**config.mk**
```make
export PLATFORM = sky130hd
export DESIGN_NAME = alu_decode_stage
export DESIGN_NICKNAME = d
export VERILOG_FILES = /design/src/rtl/alu_decode_stage.sv
export SDC_FILE = /design/constraint.sdc
export NUM_CORES = 1
export LEC_CHECK = 0
export CORE_MARGIN = 2
export CORE_UTILIZATION = 35
export DETAILED_ROUTE_END_ITERATION = 12
export HOLD_SLACK_MARGIN = 0.02
export PLACE_DENSITY = 0.66
export SYNTH_ARGS = -nofsm -noshare
export SYNTH_HDL_FRONTEND = slang
export SYNTH_SLANG_ARGS = --single-unit
```
**constraint.sdc**
```tcl
create_clock -name clk_i -period 2.7 [get_ports clk_i]
set_input_delay 0.405 -clock clk_i [delete_from_list [all_inputs] [get_ports clk_i]]
set_output_delay 0.405 -clock clk_i [all_outputs]
set_load 0.01 [all_outputs]
```
**src/rtl/alu_decode_stage.sv**
```systemverilog
// RV32I integer decode stage feeding the 32-bit ALU: OP, OP-IMM and BRANCH to an ALU bundle.
// Latency: 1 cycle from accept to a valid bundle; one instruction per cycle when the downstream drains every cycle.
// Backpressure: instr_ready_o = !out_valid_o || out_ready_i; the bundle holds stable while it is stalled.
module alu_decode_stage #(
  parameter int CNT_W = 16
) (
  input  logic             clk_i,
  input  logic             rst_i,
  input  logic [31:0]      instr_i,
  input  logic             instr_valid_i,
  output logic             instr_ready_o,
  output logic             out_valid_o,
  input  logic             out_ready_i,
  output logic [5:0]       alu_op_o,
  output logic [4:0]       rs1_o,
  output logic [4:0]       rs2_o,
  output logic [4:0]       rd_o,
  output logic [31:0]      imm_o,
  output logic             src_b_imm_o,
  output logic             use_flag_o,
  output logic             branch_o,
  output logic             wb_en_o,
  output logic             illegal_o,
  output logic [CNT_W-1:0] illegal_cnt_o
);

  localparam logic [5:0] OP_ADD = 6'b011000;
  localparam logic [5:0] OP_SUB = 6'b011001;
  localparam logic [5:0] OP_XOR = 6'b101111;
  localparam logic [5:0] OP_OR  = 6'b101110;
  localparam logic [5:0] OP_AND = 6'b010101;
  localparam logic [5:0] OP_SRA = 6'b100100;
  localparam logic [5:0] OP_SRL = 6'b100101;
  localparam logic [5:0] OP_SLL = 6'b100111;
  localparam logic [5:0] OP_LTS = 6'b000000;
  localparam logic [5:0] OP_LTU = 6'b000001;
  localparam logic [5:0] OP_GES = 6'b001010;
  localparam logic [5:0] OP_GEU = 6'b001011;
  localparam logic [5:0] OP_EQ  = 6'b001100;
  localparam logic [5:0] OP_NE  = 6'b001101;

  localparam logic [6:0] OPC_OP     = 7'b0110011;
  localparam logic [6:0] OPC_OP_IMM = 7'b0010011;
  localparam logic [6:0] OPC_BRANCH = 7'b1100011;

  localparam logic [6:0] F7_BASE = 7'b0000000;
  localparam logic [6:0] F7_ALT  = 7'b0100000;

  logic [6:0]  opcode;
  logic [2:0]  funct3;
  logic [6:0]  funct7;
  logic [31:0] imm_i_type;
  logic [31:0] imm_b_type;
  logic [31:0] imm_shamt;

  assign opcode     = instr_i[6:0];
  assign funct3     = instr_i[14:12];
  assign funct7     = instr_i[31:25];
  assign imm_i_type = {{20{instr_i[31]}}, instr_i[31:20]};
  assign imm_b_type = {{20{instr_i[31]}}, instr_i[7], instr_i[30:25], instr_i[11:8], 1'b0};
  assign imm_shamt  = {27'b0, instr_i[24:20]};

  logic [5:0]  d_alu_op;
  logic [31:0] d_imm;
  logic        d_src_b_imm;
  logic        d_use_flag;
  logic        d_branch;
  logic        d_wb_en;
  logic        d_legal;

  // Decode the presented instruction; any unmatched pattern falls through to the illegal bundle.
  always_comb begin
    d_alu_op    = OP_ADD;
    d_imm       = 32'b0;
    d_src_b_imm = 1'b0;
    d_use_flag  = 1'b0;
    d_branch    = 1'b0;
    d_wb_en     = 1'b0;
    d_legal     = 1'b0;

    case (opcode)
      OPC_OP: begin
        d_legal = 1'b1;
        d_wb_en = 1'b1;
        if (funct7 == F7_BASE) begin
          case (funct3)
            3'b000: d_alu_op = OP_ADD;
            3'b001: d_alu_op = OP_SLL;
            3'b010: begin d_alu_op = OP_LTS; d_use_flag = 1'b1; end
            3'b011: begin d_alu_op = OP_LTU; d_use_flag = 1'b1; end
            3'b100: d_alu_op = OP_XOR;
            3'b101: d_alu_op = OP_SRL;
            3'b110: d_alu_op = OP_OR;
            default: d_alu_op = OP_AND;
          endcase
        end else if (funct7 == F7_ALT && funct3 == 3'b000) begin
          d_alu_op = OP_SUB;
        end else if (funct7 == F7_ALT && funct3 == 3'b101) begin
          d_alu_op = OP_SRA;
        end else begin
          d_legal = 1'b0;
        end
      end

      OPC_OP_IMM: begin
        d_legal     = 1'b1;
        d_wb_en     = 1'b1;
        d_src_b_imm = 1'b1;
        d_imm       = imm_i_type;
        case (funct3)
          3'b000: d_alu_op = OP_ADD;
          3'b001: begin
            d_alu_op = OP_SLL;
            d_imm    = imm_shamt;
            d_legal  = (funct7 == F7_BASE);
          end
          3'b010: begin d_alu_op = OP_LTS; d_use_flag = 1'b1; end
          3'b011: begin d_alu_op = OP_LTU; d_use_flag = 1'b1; end
          3'b100: d_alu_op = OP_XOR;
          3'b101: begin
            d_imm    = imm_shamt;
            d_alu_op = (funct7 == F7_ALT) ? OP_SRA : OP_SRL;
            d_legal  = (funct7 == F7_BASE) || (funct7 == F7_ALT);
          end
          3'b110: d_alu_op = OP_OR;
          default: d_alu_op = OP_AND;
        endcase
      end

      OPC_BRANCH: begin
        d_legal  = 1'b1;
        d_branch = 1'b1;
        d_imm    = imm_b_type;
        case (funct3)
          3'b000: d_alu_op = OP_EQ;
          3'b001: d_alu_op = OP_NE;
          3'b100: d_alu_op = OP_LTS;
          3'b101: d_alu_op = OP_GES;
          3'b110: d_alu_op = OP_LTU;
          3'b111: d_alu_op = OP_GEU;
          default: d_legal = 1'b0;
        endcase
      end

      default: d_legal = 1'b0;
    endcase

    // Illegal instructions present a neutral ADD bundle with every side effect disabled.
    if (!d_legal) begin
      d_alu_op    = OP_ADD;
      d_imm       = 32'b0;
      d_src_b_imm = 1'b0;
      d_use_flag  = 1'b0;
      d_branch    = 1'b0;
      d_wb_en     = 1'b0;
    end
  end

  logic accept;

  assign instr_ready_o = !rst_i && (!out_valid_o || out_ready_i);
  assign accept        = instr_valid_i && instr_ready_o;

  // Output register: load on accept, drop valid on a drain without a replacement.
  always_ff @(posedge clk_i) begin
    if (rst_i) begin
      out_valid_o <= 1'b0;
      alu_op_o    <= 6'b0;
      rs1_o       <= 5'b0;
      rs2_o       <= 5'b0;
      rd_o        <= 5'b0;
      imm_o       <= 32'b0;
      src_b_imm_o <= 1'b0;
      use_flag_o  <= 1'b0;
      branch_o    <= 1'b0;
      wb_en_o     <= 1'b0;
      illegal_o   <= 1'b0;
    end else if (accept) begin
      out_valid_o <= 1'b1;
      alu_op_o    <= d_alu_op;
      rs1_o       <= instr_i[19:15];
      rs2_o       <= instr_i[24:20];
      rd_o        <= instr_i[11:7];
      imm_o       <= d_imm;
      src_b_imm_o <= d_src_b_imm;
      use_flag_o  <= d_use_flag;
      branch_o    <= d_branch;
      wb_en_o     <= d_wb_en;
      illegal_o   <= !d_legal;
    end else if (out_ready_i) begin
      out_valid_o <= 1'b0;
    end
  end

  // Saturating illegal counter, updated on the accept edge so it lines up with its bundle.
  always_ff @(posedge clk_i) begin
    if (rst_i) begin
      illegal_cnt_o <= '0;
    end else if (accept && !d_legal && (illegal_cnt_o != {CNT_W{1'b1}})) begin
      illegal_cnt_o <= illegal_cnt_o + CNT_W'(1);
    end
  end

endmodule

```
==> metrics.txt <==
Post-DP Area 4070 sq um; remaining global-route overflow 0; status complete, no violations; YS warnings 0; main area contributors after synthesis dfxtp_1 39%, nand2_1 6.4%, buf_4 4.9%, o21ai_0 4.7%, a21oi_1 4.5%; CTS root buf clkbuf_8; IO buf count between 100 and 150; Slew Viols, Final 0; flop and latch count out of synthesis 56; slowest stage cell, crit path or4_4; initial DRC count 144; Vias/cell 5.18; post-synth top area share between 30% and 40%; Avg WL per Cell 14.3 microns; # placed instances 546; TritonCTS clock tree yes; worst path required time 2.95 ns; clock skew 0.00919 ns; RSZ-0062 raised after global routing false; Avg Cell Area, Syn about 8.3 sq um; worst-path cell chain clkdlybuf4s50_1 -> or4_4 -> o31ai_1 -> nand2_1 -> a311oi_4 -> a22o_1; share of layout cells above drive strength 1 9.58%; Die X about 95 microns; most common flop cell mapped by yosys dfxtp_1; setup_tns 0 ns; fin crit share 89.2%; Post-synth EDFFs 0; ports placed on the boundary 112; clock sink count 56; antenna violations before repair 0; Clk Latency, worst-skew pair 0.31 ns; Post-Layout Cell Count roughly 550; DIE AREA 9010 sq um; Max Freq 0.415 GHz; vias in the first global route about 2700; Multi-input gate area 1490 sq um; pre-CTS setup slack -0.0224 ns; cts bufs inserted 5; Post-Synthesis Cells 350; Unique masters post-synth between 50 and 60; Tightest Pin Transition 0.571 ns; post-synthesis mux area share 1.82%; clk slew on worst S/H paths 0.09 ns; final number of hold-violating endpoints 0; postcts setup bufs 0; Final Cell Area 4160 sq um; DR vias 2870; nature of the critical path endpoint register; Pre-Repair DR Iteration Count 4; DPL Wire Length between 5 and 6 mm; mapped cell area 2890 sq um; Routed Antenna Nets 0; Hold Crit Class register to register; Core ar. 8090 sq um; Row Count 33; main combinational cell family by area after synthesis simple AND/OR/NAND/NOR gates; Final setup viols 0; largest net degree at the start of global routing 34; Critical Path AT between 2 and 3 ns; nets@finish 485; GRT Resource Usage Total 17.7%; post-synthesis sequential area ratio around two fifths; worst-path maximum fanout 6; routability cong. 0.850; Ant. Diodes 0; area share of fa/ha/maj cells after synthesis 0.433%; post-cts sizing count 0; Post-Route Utilization 51.4%; minimum clock period after layout 2.41 ns; WL final 7.91 mm; setup ws final 0.293 ns; Synth Net Count between 300 and 400; Post-synth ARST share 0%; Post-route DRC 0; global-route wire length before repair 12.9 mm; CP peak stage delay between 0.5 and 0.6 ns; Reg area about 1100 sq um; critical path class primary input to register; die height 94.9 microns; XOR/XNOR share of the synthesized area less than 1%; Filler Cell Count 797; Startpoint Class primary input; H-tree levels 2; Lkg Pwr between 1 and 1.5 nW; Starting Density 35.7%; max-cap violation count 0; layout overhead on the synthesized area 43.8%; Synth area leader dfxtp_1; CTS Buffer Depth 2; VDD IR max 0.000185 V; Relative slew margins 61.9%; simple-gate portion of the synthesized area 24.8%; Hold Buf Count CTS 0; PwrDens 380 nW/um^2; Compound-Gate Fraction of Synth Area 24.1%
==> routing by layer <==
layer	share of wire, %	track usage [%]
met5	0	0
met4	0.75	4.23
met3	3.9	1.92
met2	49	30.6
met1	46	23.5
==> registers in the layout, summed over array words and instances, names as in the netlist <==
| name | cells |
|---|---|
| illegal_cnt_o | 16 |
| imm_o | 13 |
| alu_op_o | 6 |
| rd_o | 5 |
| rs1_o | 5 |
| rs2_o | 5 |
| branch_o | 1 |
| illegal_o | 1 |
| out_valid_o | 1 |
| src_b_imm_o | 1 |
| use_flag_o | 1 |
| wb_en_o | 1 |
==> layout make-up <==
cell class / count / share of cell area (%)
Multi-Input combinational cell: 244 / 35.8
Clock buffer: 5 / 1.65
Inverter: 7 / 0.632
Clock inverter: 3 / 0.602
Tap cell: 105 / 3.16
Timing Repair Buffer: 134 / 31.2
Sequential cell: 56 / 26.9
==> kinds of logic after synthesis <==
| group | Yosys count |
|---|---|
| AND/OR/NAND/NOR | 134 |
| AO/OA/AOI/OAI | 103 |
| flip-flops | 56 |
| buffers and inverters | 50 |
| multiplexers | 5 |
| XOR/XNOR | 1 |
| adder cells (fa/ha/maj) | 1 |
==> critical path: cells and delay by family <==
family	cells	cell delay, ns
AND/OR/NAND/NOR	2	0.84
buffers and inverters	1	0.42
AO/OA/AOI/OAI	3	0.99
==> where the power goes <==
group          switching (mW)  leakage [nW]  internal, mW  total, mW
logic                   0.114         0.918         0.130      0.244
clock network           0.286        0.0452         0.190      0.476
registers              0.0137         0.455         0.848      0.862
total                   0.414          1.42          1.17       1.58
==> worst paths after layout <==
| path | startpoint | end | slack (ns) | cells after the start |
|---|---|---|---|---|
| setup / recovery | instr_i[25] | imm_o[7]$_SDFFE_PP0P_ | 0.29 | 6 |
| hold / removal | imm_o[0]$_SDFFE_PP0P_ | imm_o[0]$_SDFFE_PP0P_ | 0.46 | 2 |
| setup reg to reg | illegal_cnt_o[2]$_SDFFE_PP0P_ | illegal_cnt_o[10]$_SDFFE_PP0P_ | 0.42 | 5 |
| hold reg to reg | imm_o[0]$_SDFFE_PP0P_ | imm_o[0]$_SDFFE_PP0P_ | 0.46 | 2 |
==> cell usage after synthesis, types with 3 or more instances <==
| master | count |
|---|---|
| dfxtp_1 | 56 |
| nand2_1 | 49 |
| o21ai_0 | 27 |
| a21oi_1 | 26 |
| buf_4 | 19 |
| nor2_1 | 16 |
| clkbuf_1 | 14 |
| nand3_1 | 14 |
| or4_1 | 12 |
| o31ai_1 | 10 |
| a22o_1 | 8 |
| inv_1 | 7 |
| nor3_1 | 7 |
| nor2b_1 | 6 |
| a32o_1 | 5 |
| nand4_1 | 5 |
| a31oi_1 | 4 |
| buf_2 | 4 |
| or3_1 | 4 |
| a2bb2oi_1 | 3 |
| buf_1 | 3 |
| mux2i_1 | 3 |
==> cell usage in the layout (no fill, tap or decap), drive strengths merged, types with 6 or more instances in the layout <==
master,n
a21oi,26
a22o,8
buf,23
clkdlybuf4s50,111
dfxtp,56
inv,9
nand2,49
nand3,14
nor2,16
nor2b,6
nor3,7
o21ai,28
o31ai,10
or4,13
==> stage by stage <==
stage | hold WS [ns] | power [mW]
2_1_floorplan | 0.476 | 0.984
3_3_place_gp | 0.445 | 1.12
3_5_place_dp | 0.448 | 1.13
4_1_cts | 0.462 | 1.60
5_1_grt | 0.481 | 1.66
6_report | 0.460 | 1.58
Power figures use the tool's default switching activity.
